[config.mk]
export PLATFORM = sky130hd
export DESIGN_NAME = mm_job_arbiter
export DESIGN_NICKNAME = d
export VERILOG_FILES = /design/src/rtl/mm_job_arbiter.sv
export SDC_FILE = /design/constraint.sdc
export NUM_CORES = 1
export LEC_CHECK = 0
export CAP_MARGIN = 20
export CORE_MARGIN = 2
export CORE_UTILIZATION = 47
export CTS_BUF_LIST = sky130_fd_sc_hd__clkbuf_4
export CTS_CLUSTER_SIZE = 16
export DETAILED_ROUTE_END_ITERATION = 10
export PLACE_DENSITY = 0.86
export REMOVE_ABC_BUFFERS = 1
export SLEW_MARGIN = 20
export SYNTH_ARGS = -nofsm -noshare
export SYNTH_HDL_FRONTEND = slang
export SYNTH_SLANG_ARGS = --single-unit
[constraint.sdc]
create_clock -name clk -period 1.8 [get_ports clk]
set_input_delay 0.36 -clock clk [delete_from_list [all_inputs] [get_ports clk]]
set_output_delay 0.36 -clock clk [all_outputs]
set_load 0.01 [all_outputs]
[src/rtl/mm_job_arbiter.sv]
// rtl/mm_job_arbiter.sv - round-robin arbiter sharing one matrix-multiply unit between NUM_REQ requesters
// Optional WAIT watchdog enabled by defining MM_ARB_TIMEOUT_EN.
module mm_job_arbiter #(
    parameter int NUM_REQ        = 4,
    parameter int IDX_W          = 2,
    parameter int SETUP_CYCLES   = 1,
    parameter int TIMEOUT_CYCLES = 1024
) (
    input  logic               clk,
    input  logic               rst,
    input  logic [NUM_REQ-1:0] req_i,
    output logic [NUM_REQ-1:0] grant_o,
    output logic [IDX_W-1:0]   grant_idx_o,
    output logic [NUM_REQ-1:0] done_o,
    output logic               mm_start_o,
    input  logic               mm_busy_i,
    input  logic               mm_done_i,
    output logic               arb_busy_o,
    output logic               err_o
);

    typedef enum logic [2:0] {
        ST_IDLE,
        ST_SETUP,
        ST_START,
        ST_WAIT,
        ST_RELEASE
    } state_t;

    localparam int SC_W = (SETUP_CYCLES > 1) ? $clog2(SETUP_CYCLES) : 1;
    localparam logic [NUM_REQ-1:0] ONE_HOT_0 = NUM_REQ'(1);

    if (NUM_REQ < 2 || SETUP_CYCLES < 1 || TIMEOUT_CYCLES < 1) begin : g_param_check
        $error("mm_job_arbiter: illegal parameter value");
    end

    state_t               state_q;
    logic [NUM_REQ-1:0]   grant_q;
    logic [IDX_W-1:0]     grant_idx_q;
    logic [NUM_REQ-1:0]   done_q;
    logic                 start_q;
    logic [IDX_W-1:0]     rr_ptr_q;
    logic [SC_W-1:0]      setup_cnt_q;

    logic                 pick_valid_d;
    logic [IDX_W-1:0]     pick_idx_d;
    logic [IDX_W-1:0]     rr_ptr_d;
    logic [IDX_W-1:0]     cand;
    int                   k;

`ifdef MM_ARB_TIMEOUT_EN
    localparam int TO_W = (TIMEOUT_CYCLES > 1) ? $clog2(TIMEOUT_CYCLES) : 1;
    logic [TO_W-1:0]      to_cnt_q;
    logic                 err_q;
`endif

    // Search upward from the round-robin pointer, wrapping at NUM_REQ.
    always_comb begin
        pick_valid_d = 1'b0;
        pick_idx_d   = '0;
        k            = 0;
        cand         = '0;
        for (int i = 0; i < NUM_REQ; i++) begin
            k = int'(rr_ptr_q) + i;
            if (k >= NUM_REQ) begin
                k = k - NUM_REQ;
            end
            cand = IDX_W'(k);
            if (!pick_valid_d && req_i[cand]) begin
                pick_valid_d = 1'b1;
                pick_idx_d   = cand;
            end
        end
    end

    always_comb begin
        rr_ptr_d = (grant_idx_q == IDX_W'(NUM_REQ - 1)) ? '0 : grant_idx_q + 1'b1;
    end

    always_ff @(posedge clk) begin
        if (rst) begin
            state_q     <= ST_IDLE;
            grant_q     <= '0;
            grant_idx_q <= '0;
            done_q      <= '0;
            start_q     <= 1'b0;
            rr_ptr_q    <= '0;
            setup_cnt_q <= '0;
`ifdef MM_ARB_TIMEOUT_EN
            to_cnt_q    <= '0;
            err_q       <= 1'b0;
`endif
        end else begin
            start_q <= 1'b0;
            done_q  <= '0;
`ifdef MM_ARB_TIMEOUT_EN
            err_q   <= 1'b0;
`endif
            case (state_q)
                ST_IDLE: begin
                    if (pick_valid_d && !mm_busy_i) begin
                        grant_idx_q <= pick_idx_d;
                        grant_q     <= ONE_HOT_0 << pick_idx_d;
                        setup_cnt_q <= '0;
                        state_q     <= ST_SETUP;
                    end
                end
                ST_SETUP: begin
                    if (setup_cnt_q == SC_W'(SETUP_CYCLES - 1)) begin
                        start_q <= 1'b1;
                        state_q <= ST_START;
                    end else begin
                        setup_cnt_q <= setup_cnt_q + 1'b1;
                    end
                end
                ST_START: begin
`ifdef MM_ARB_TIMEOUT_EN
                    to_cnt_q <= '0;
`endif
                    state_q <= ST_WAIT;
                end
                ST_WAIT: begin
                    if (mm_done_i) begin
                        done_q  <= grant_q;
                        state_q <= ST_RELEASE;
                    end
`ifdef MM_ARB_TIMEOUT_EN
                    else if (to_cnt_q == TO_W'(TIMEOUT_CYCLES - 1)) begin
                        done_q  <= grant_q;
                        err_q   <= 1'b1;
                        state_q <= ST_RELEASE;
                    end else begin
                        to_cnt_q <= to_cnt_q + 1'b1;
                    end
`endif
                end
                ST_RELEASE: begin
                    rr_ptr_q <= rr_ptr_d;
                    grant_q  <= '0;
                    state_q  <= ST_IDLE;
                end
                default: begin
                    grant_q <= '0;
                    state_q <= ST_IDLE;
                end
            endcase
        end
    end

    assign grant_o     = grant_q;
    assign grant_idx_o = grant_idx_q;
    assign done_o      = done_q;
    assign mm_start_o  = start_q;
    assign arb_busy_o  = (state_q != ST_IDLE);
`ifdef MM_ARB_TIMEOUT_EN
    assign err_o       = err_q;
`else
    assign err_o       = 1'b0;
`endif

endmodule

==> results of run 1 <==
==> layer usage <==
| layer | GRT usage | vias to the layer above |
|---|---|---|
| met1 | 0.224 | 297 |
| met3 | 0.0431 | 4 |
| met5 | 0 | - |
| met2 | 0.292 | 15 |
| met4 | 0.144 | 0 |
| li1 | - | 325 |
==> cell usage after synthesis <==
library cell / n / area share
clkbuf_2: 1 / 0.0073
a31oi_1: 1 / 0.0091
o22ai_1: 2 / 0.018
a21oi_1: 7 / 0.051
ha_1: 1 / 0.018
o32ai_1: 4 / 0.051
o22a_2: 1 / 0.015
or3_1: 2 / 0.018
nor4b_1: 1 / 0.013
o21ai_0: 1 / 0.0073
nor3_1: 3 / 0.022
nand2b_1: 2 / 0.018
or3_4: 1 / 0.016
nor3_2: 1 / 0.015
conb_1: 1 / 0.0055
nor2_1: 3 / 0.016
nor4_2: 2 / 0.037
buf_4: 1 / 0.011
nand3_1: 1 / 0.0073
inv_1: 1 / 0.0055
and2_1: 4 / 0.037
o221ai_1: 1 / 0.013
and4_1: 1 / 0.013
nand2_1: 10 / 0.055
nor3b_1: 1 / 0.011
dfxtp_1: 16 / 0.47
mux2i_1: 1 / 0.015
o21a_1: 1 / 0.011
buf_6: 1 / 0.016
==> layout by cell type, fill, tap and decap left out, drive strengths merged <==
cell,Yosys,layout
ha,1,1
nand2b,2,2
buf,2,9
clkbuf,1,3
nor2,3,3
nand3,1,1
nand2,10,10
nor4,2,2
o21ai,1,1
a31oi,1,1
mux2i,1,1
clkdlybuf4s50,0,18
nor3,4,4
nor3b,1,1
o32ai,4,4
inv,1,1
o221ai,1,1
nor4b,1,1
and4,1,1
dfxtp,16,16
o22ai,2,2
a21oi,7,7
dlygate4sd2,0,1
conb,1,1
or3,3,3
o21a,1,1
o22a,1,1
and2,4,4
==> area by class of cell <==
type                    instances  area [um^2]  area share
multi-input cells              53          337       0.351
flip-flops and latches         16          320       0.334
repair buffers                 28          256       0.268
clock buffers                   3         22.5      0.0235
well taps                      15         18.8      0.0196
inverters                       1         3.75     0.00392
==> worst min-delay path: cells and delay by family, from the launching register on <==
family,cells,cell delay [ns]
AOI/OAI and AO/OA,1,0.05
and+or+nand+nor,1,0.06
DFF,1,0.33
==> kinds of logic (layout without fill, tap and decap cells) <==
family,Yosys count,count (layout)
compound gates,18,18
fa+ha+maj,1,1
buf+inv,4,32
flops,16,16
mux,1,1
other cells,1,1
simple gates,32,32
==> power groups by stage <==
stage | registers [uW] | clock network, uW | logic (uW)
after floorplan | 391 | 0 | 50.4
after CTS | 374 | 191 | 135
after global routing | 376 | 204 | 148
after detailed placement | 382 | 0 | 138
final | 374 | 183 | 135
after global placement | 382 | 0 | 134
==> timing repair <==
| action | 4_1_cts | 5_1_grt |
|---|---|---|
| setup endpoints to repair | 1 | 0 |
| buffers inserted | 0 | 0 |
| resized for setup | 1 | 0 |
==> worst max path at each step <==
| stage | from | endpoint | slack, ns | depth (start not counted) |
|---|---|---|---|---|
| final | state_q[2]$_SDFFE_PP0P_ | arb_busy_o | 0.08 | 2 |
| after global routing | state_q[2]$_SDFFE_PP0P_ | arb_busy_o | 0.03 | 2 |
| after CTS | state_q[2]$_SDFFE_PP0P_ | arb_busy_o | 0.08 | 2 |
| after detailed placement | req_i[0] | grant_o[3]$_SDFFE_PP0P_ | -0.18 | 5 |
| after global placement | req_i[0] | grant_o[1]$_SDFFE_PP0P_ | -0.04 | 5 |
| after floorplan | rr_ptr_q[1]$_SDFFE_PP0N_ | grant_o[1]$_SDFFE_PP0P_ | 0.41 | 4 |
==> registers in the layout, indices dropped and copies added (netlist names) <==
register	flops
rr_ptr_q	2
mm_start_o	1
done_o	4
grant_o	4
grant_idx_o	2
state_q	3
==> metrics by stage <==
stage / hold WS (ns) / setup slack (ns)
after floorplan: 0.429 / 0.411
after global placement: 0.459 / -0.0416
after detailed placement: 0.467 / -0.183
after CTS: 0.480 / 0.0799
after global routing: 0.500 / 0.0280
final: 0.476 / 0.0823
==> out/results.txt, run 1 <==
status -> finished, final reports clean
Total Wirelength -> 1530 um
XOR/XNOR share of the synthesized area -> 0
Iter 0 DRT Violations -> 9
Sw Share -> 0.254
Placed Cells -> 113
WL met1 -> 684 um
Die Span Y -> 42.2 um
cells after synthesis -> 73
Layout Utilization -> 0.719
CP delay by family, top -> simple AND/OR/NAND/NOR gates
maximum VDD drop -> 0.505 mV
Max Fclk -> 582 MHz
combinational share of power -> 0.195
Critical Path AT -> 1.36 ns
Worst R2R Start -> rr_ptr_q[1]$_SDFFE_PP0N_
flop and latch count out of synthesis -> 16
worst path buffer plus inverter count -> 1
RSZ-0062 raised after global routing -> false
CTS tree -> built
TritonCTS buffer count -> 3
distinct cell type count after synthesis -> 29
post-layout min period -> 1.72 ns
metal3 WL -> 57 um
mean routed wirelength per cell -> 13.2 um
Reg clk slew, reported paths -> 0.09 ns
Seq pwr share -> 0.540
Initial Util -> 0.513
synthesized area -> 684 um^2
Root Buffer -> clkbuf_4
Max-Cap Viols -> 0
Simple-Gate Fraction of Synth Area -> 0.278
WP data required -> 1.44 ns
slowest CP cell -> or3_1
Mapped Avg Cell Area -> 9.38 um^2
Setup-failing EPs final -> 0
ant diodes -> 0
fin area -> 958 um^2
Worst-Skew Late Latency -> 0.29 ns
Total Nets Final -> 112
Die W -> 42.2 um
critical path type -> reg -> out
CP Cell Sequence -> or3_1 -> dlygate4sd2_1
die area -> 0.00178 mm^2
Clock power frac -> 0.265
first-pass GRT wire length -> 2560 um
gpl congestion -> 0.768
DRC -> 0
initial antenna violation count -> 0
detailed placer's ending HPWL -> 1210 um
# fillers -> 110
P_int -> 517 uW
clock tree sinks -> 16
share of layout cells above drive strength 1 -> 0.168
clock buffer depth -> 2
Critical Path End Type -> output port
Layout Cells excl Fill -> 116
CTS H-Tree Depth -> 1
Adder-Cell Fraction of Synth Area -> 0.0183
Worst setup SP type -> flop
Worst Skew -> 0.00426 ns
largest net degree at the start of global routing -> 9
Hold EP -> rr_ptr_q[0]$_SDFFE_PP0N_
Routed Antenna Nets -> 0
r2r endpoint -> grant_o[1]$_SDFFE_PP0P_
R2R depth -> 4
flop-to-flop setup slack -> 0.20 ns
register area share after synthesis -> 0.468
Setup TNS Final -> 0 ns
DRT Pass-1 Iters -> 4
P_leak -> 0.000351 uW
Tot Pwr -> 693 uW
P_sw -> 176 uW
final hold vios -> 0
Area Overhead vs Synth -> 40.0%
Hold Path Class -> reg -> reg
Hold Startpoint -> rr_ptr_q[0]$_SDFFE_PP0N_
global route total overflow -> 0
number of global-route vias before repair -> 640
hold depth -> 2
post-synthesis mux area share -> 0.0146
Max Used Layer -> met4
metal2 WL -> 744 um
period utilization -> 0.954
vias per inst -> 5.53
Max FO, Critical Path -> 6
Cell Rows -> 13
Synth warnings -> 0
Max Slew Vio Count -> 0
DP Area -> 937 um^2
Core Box Area -> 0.00133 mm^2
Global Route Usage Sum -> 0.189
complex-gate fraction of the synthesized area -> 0.176
main combinational cell family by area after synthesis -> simple AND/OR/NAND/NOR gates
Critical Path Max Stage Delay -> 0.40 ns
Top Ports -> 21
hold_buf cts -> 0
PD cells -> 723 mW/mm^2
count of buffers from port buffering -> 19
Vias -> 641
Note: power is estimated with default switching activity, not from simulation.
==> inputs of run 2 (changes only) <==
--- a/config.mk
+++ b/config.mk
@@ -6,12 +6,13 @@
 export NUM_CORES = 1
 export LEC_CHECK = 0
 export CAP_MARGIN = 20
-export CORE_MARGIN = 2
-export CORE_UTILIZATION = 47
+export CORE_AREA = 2 2 39 41
 export CTS_BUF_LIST = sky130_fd_sc_hd__clkbuf_4
 export CTS_CLUSTER_SIZE = 16
 export DETAILED_ROUTE_END_ITERATION = 10
-export PLACE_DENSITY = 0.86
+export DIE_AREA = 0 0 41 43
+export DONT_BUFFER_PORTS = 1
+export PLACE_DENSITY = 0.72
 export REMOVE_ABC_BUFFERS = 1
 export SLEW_MARGIN = 20
 export SYNTH_ARGS = -nofsm -noshare
==> constraint.sdc (replaced) <==
create_clock -name clk -period 1.8 [get_ports clk]
set_input_delay 0.45 -clock clk [delete_from_list [all_inputs] [get_ports clk]]
set_output_delay 0.45 -clock clk [all_outputs]
set_load 0.01 [all_outputs]
==> out/results.txt, run 2 (synthesis results as in run 1) <==
Iter 0 DRT Violations -> 4 (-5)
critical path type -> reg -> out
Initial Util -> 0.495 (-0.0186)
gpl congestion -> 0.733 (-4.5%)
Routed Antenna Nets -> 0 (unchanged)
Critical Path End Type -> output port
setup bufs post-CTS -> 0 (unchanged)
Critical Path Max Stage Delay -> 0.48 ns (+0.08 ns)
GR Util met1 -> 0.230 (+0.00582)
Min Hold Slack -> 0.223 ns (-0.252 ns)
die area -> 0.00176 mm^2 (-0.81%)
Clock power frac -> 0.297 (+0.032)
PD cells -> 894 mW/mm^2 (+24%)
post-layout min period -> 1.59 ns (-0.126 ns)
period utilization -> 0.884 (-0.0699)
worst path buffer plus inverter count -> 0 (-1)
CTS H-Tree Depth -> 1 (unchanged)
status -> finished, final reports clean
CP Cell Sequence -> or3_1
global route total overflow -> 0 (unchanged)
DRT Pass-1 Iters -> 4 (unchanged)
Worst setup SP type -> flop
Reg clk slew, reported paths -> 0.09 ns (about the same)
Top Ports -> 21 (unchanged)
first-pass GRT wire length -> 2020 um (-21%)
ant diodes -> 0 (unchanged)
Placed Cells -> 86 (-24%)
Max Fclk -> 628 MHz (+7.9%)
P_sw -> 158 uW (-10%)
Die W -> 41 um (-2.8%)
largest net degree at the start of global routing -> 10 (+1)
initial antenna violation count -> 0 (unchanged)
Area Overhead vs Synth -> 3.29%
Resize count post-CTS -> 0 (-1)
gr busiest metal -> met1
Layout Cells excl Fill -> 90 (-22%)
clock tree sinks -> 16 (unchanged)
Max-Cap Viols -> 0 (unchanged)
Root Buffer -> clkbuf_4
CTS tree -> built
Total Nets Final -> 84 (-25%)
Sw Share -> 0.250 (-0.00358)
Die Span Y -> 43 um (+2.0%)
hold_buf cts -> 0 (unchanged)
Total Wirelength -> 1250 um (-19%)
Seq pwr share -> 0.611 (+0.071)
Setup-failing EPs final -> 0 (unchanged)
Worst Skew -> 0.00194 ns (-0.00232 ns)
detailed placer's ending HPWL -> 914 um (-24%)
count of buffers from port buffering -> 0 (-19)
Core Box Area -> 0.00138 mm^2 (+3.8%)
routing usage on met3 -> 0.0471 (+0.00402)
Hold Path Class -> in -> reg
vias per inst -> 5.98 (+8.2%)
Setup TNS Final -> 0 ns (unchanged)
Vias -> 538 (-16%)
mean routed wirelength per cell -> 13.9 um (+5.0%)
P_leak -> 0.000236 uW (-33%)
final hold vios -> 0 (unchanged)
Worst-Skew Late Latency -> 0.28 ns (about the same)
Global Route Usage Sum -> 0.171 (-0.0183)
maximum VDD drop -> 0.599 mV (+19%)
Cell Rows -> 14 (+1)
slowest CP cell -> or3_1
WP data required -> 1.35 ns (-0.09 ns)
grt met2 use -> 0.225 (-0.0673)
combinational share of power -> 0.092 (-0.103)
TritonCTS buffer count -> 3 (unchanged)
Critical Path AT -> 1.14 ns (-0.22 ns)
DRC -> 0 (unchanged)
share of layout cells above drive strength 1 -> 0.108 (-0.0602)
RSZ-0062 raised after global routing -> false
number of global-route vias before repair -> 510 (-20%)
P_int -> 474 uW (-8.4%)
Tot Pwr -> 632 uW (-8.8%)
commonest non-fill, non-tap cell in the layout -> dfxtp_1
Max FO, Critical Path -> 8 (+2)
clock buffer depth -> 2 (unchanged)
CP delay by family, top -> simple AND/OR/NAND/NOR gates
highest-count cells in the layout ignoring fill and taps -> dfxtp_1, nand2_1, a21oi_1
Max Slew Vio Count -> 0 (unchanged)
## run 2: final timing paths
| check | from | endpoint | slack (ns) | cells past startpoint |
|---|---|---|---|---|
| worst max-delay path | state_q[1]$_SDFFE_PP0P_ | arb_busy_o | 0.21 | 1 |
| worst min-delay path | rst | rr_ptr_q[0]$_SDFFE_PP0N_ | 0.22 | 1 |
| worst max register to register | rr_ptr_q[1]$_SDFFE_PP0N_ | grant_o[1]$_SDFFE_PP0P_ | 0.26 | 4 |
| worst min register to register | rr_ptr_q[0]$_SDFFE_PP0N_ | rr_ptr_q[0]$_SDFFE_PP0N_ | 0.48 | 2 |
## run 2: per-layer routing
layer | share of wire | up-vias
met2 | 0.44 | 20
met1 | 0.47 | 247
li1 | - | 269
met4 | 0.012 | 0
met5 | 0 | -
met3 | 0.078 | 2
## run 2: through the flow
| stage | util | setup slack [ns] | cell area, um^2 |
|---|---|---|---|
| after floorplan | - | 0.411 | 661 |
| after global placement | 0.492 | 0.285 | 681 |
| after detailed placement | 0.492 | 0.293 | 681 |
| after CTS | 0.511 | 0.206 | 707 |
| after global routing | 0.511 | 0.155 | 707 |
| final | 0.511 | 0.208 | 707 |
## run 2: layout make-up
class                      count  area (um^2)
sequential                    16          320
fill                         129          677
inverter                       1         3.75
multi-input combinational     53          337
tap                           16         20.0
clock buffer                   3         22.5
clock inverter                 1         3.75
## run 2: power groups by stage
stage | registers [uW] | logic [uW] | clock network, uW
5_1_grt | 389 | 65.4 | 208
2_1_floorplan | 391 | 50.4 | 0
3_5_place_dp | 394 | 58.4 | 0
4_1_cts | 386 | 58.6 | 197
3_3_place_gp | 394 | 58.0 | 0
6_report | 386 | 58.4 | 187
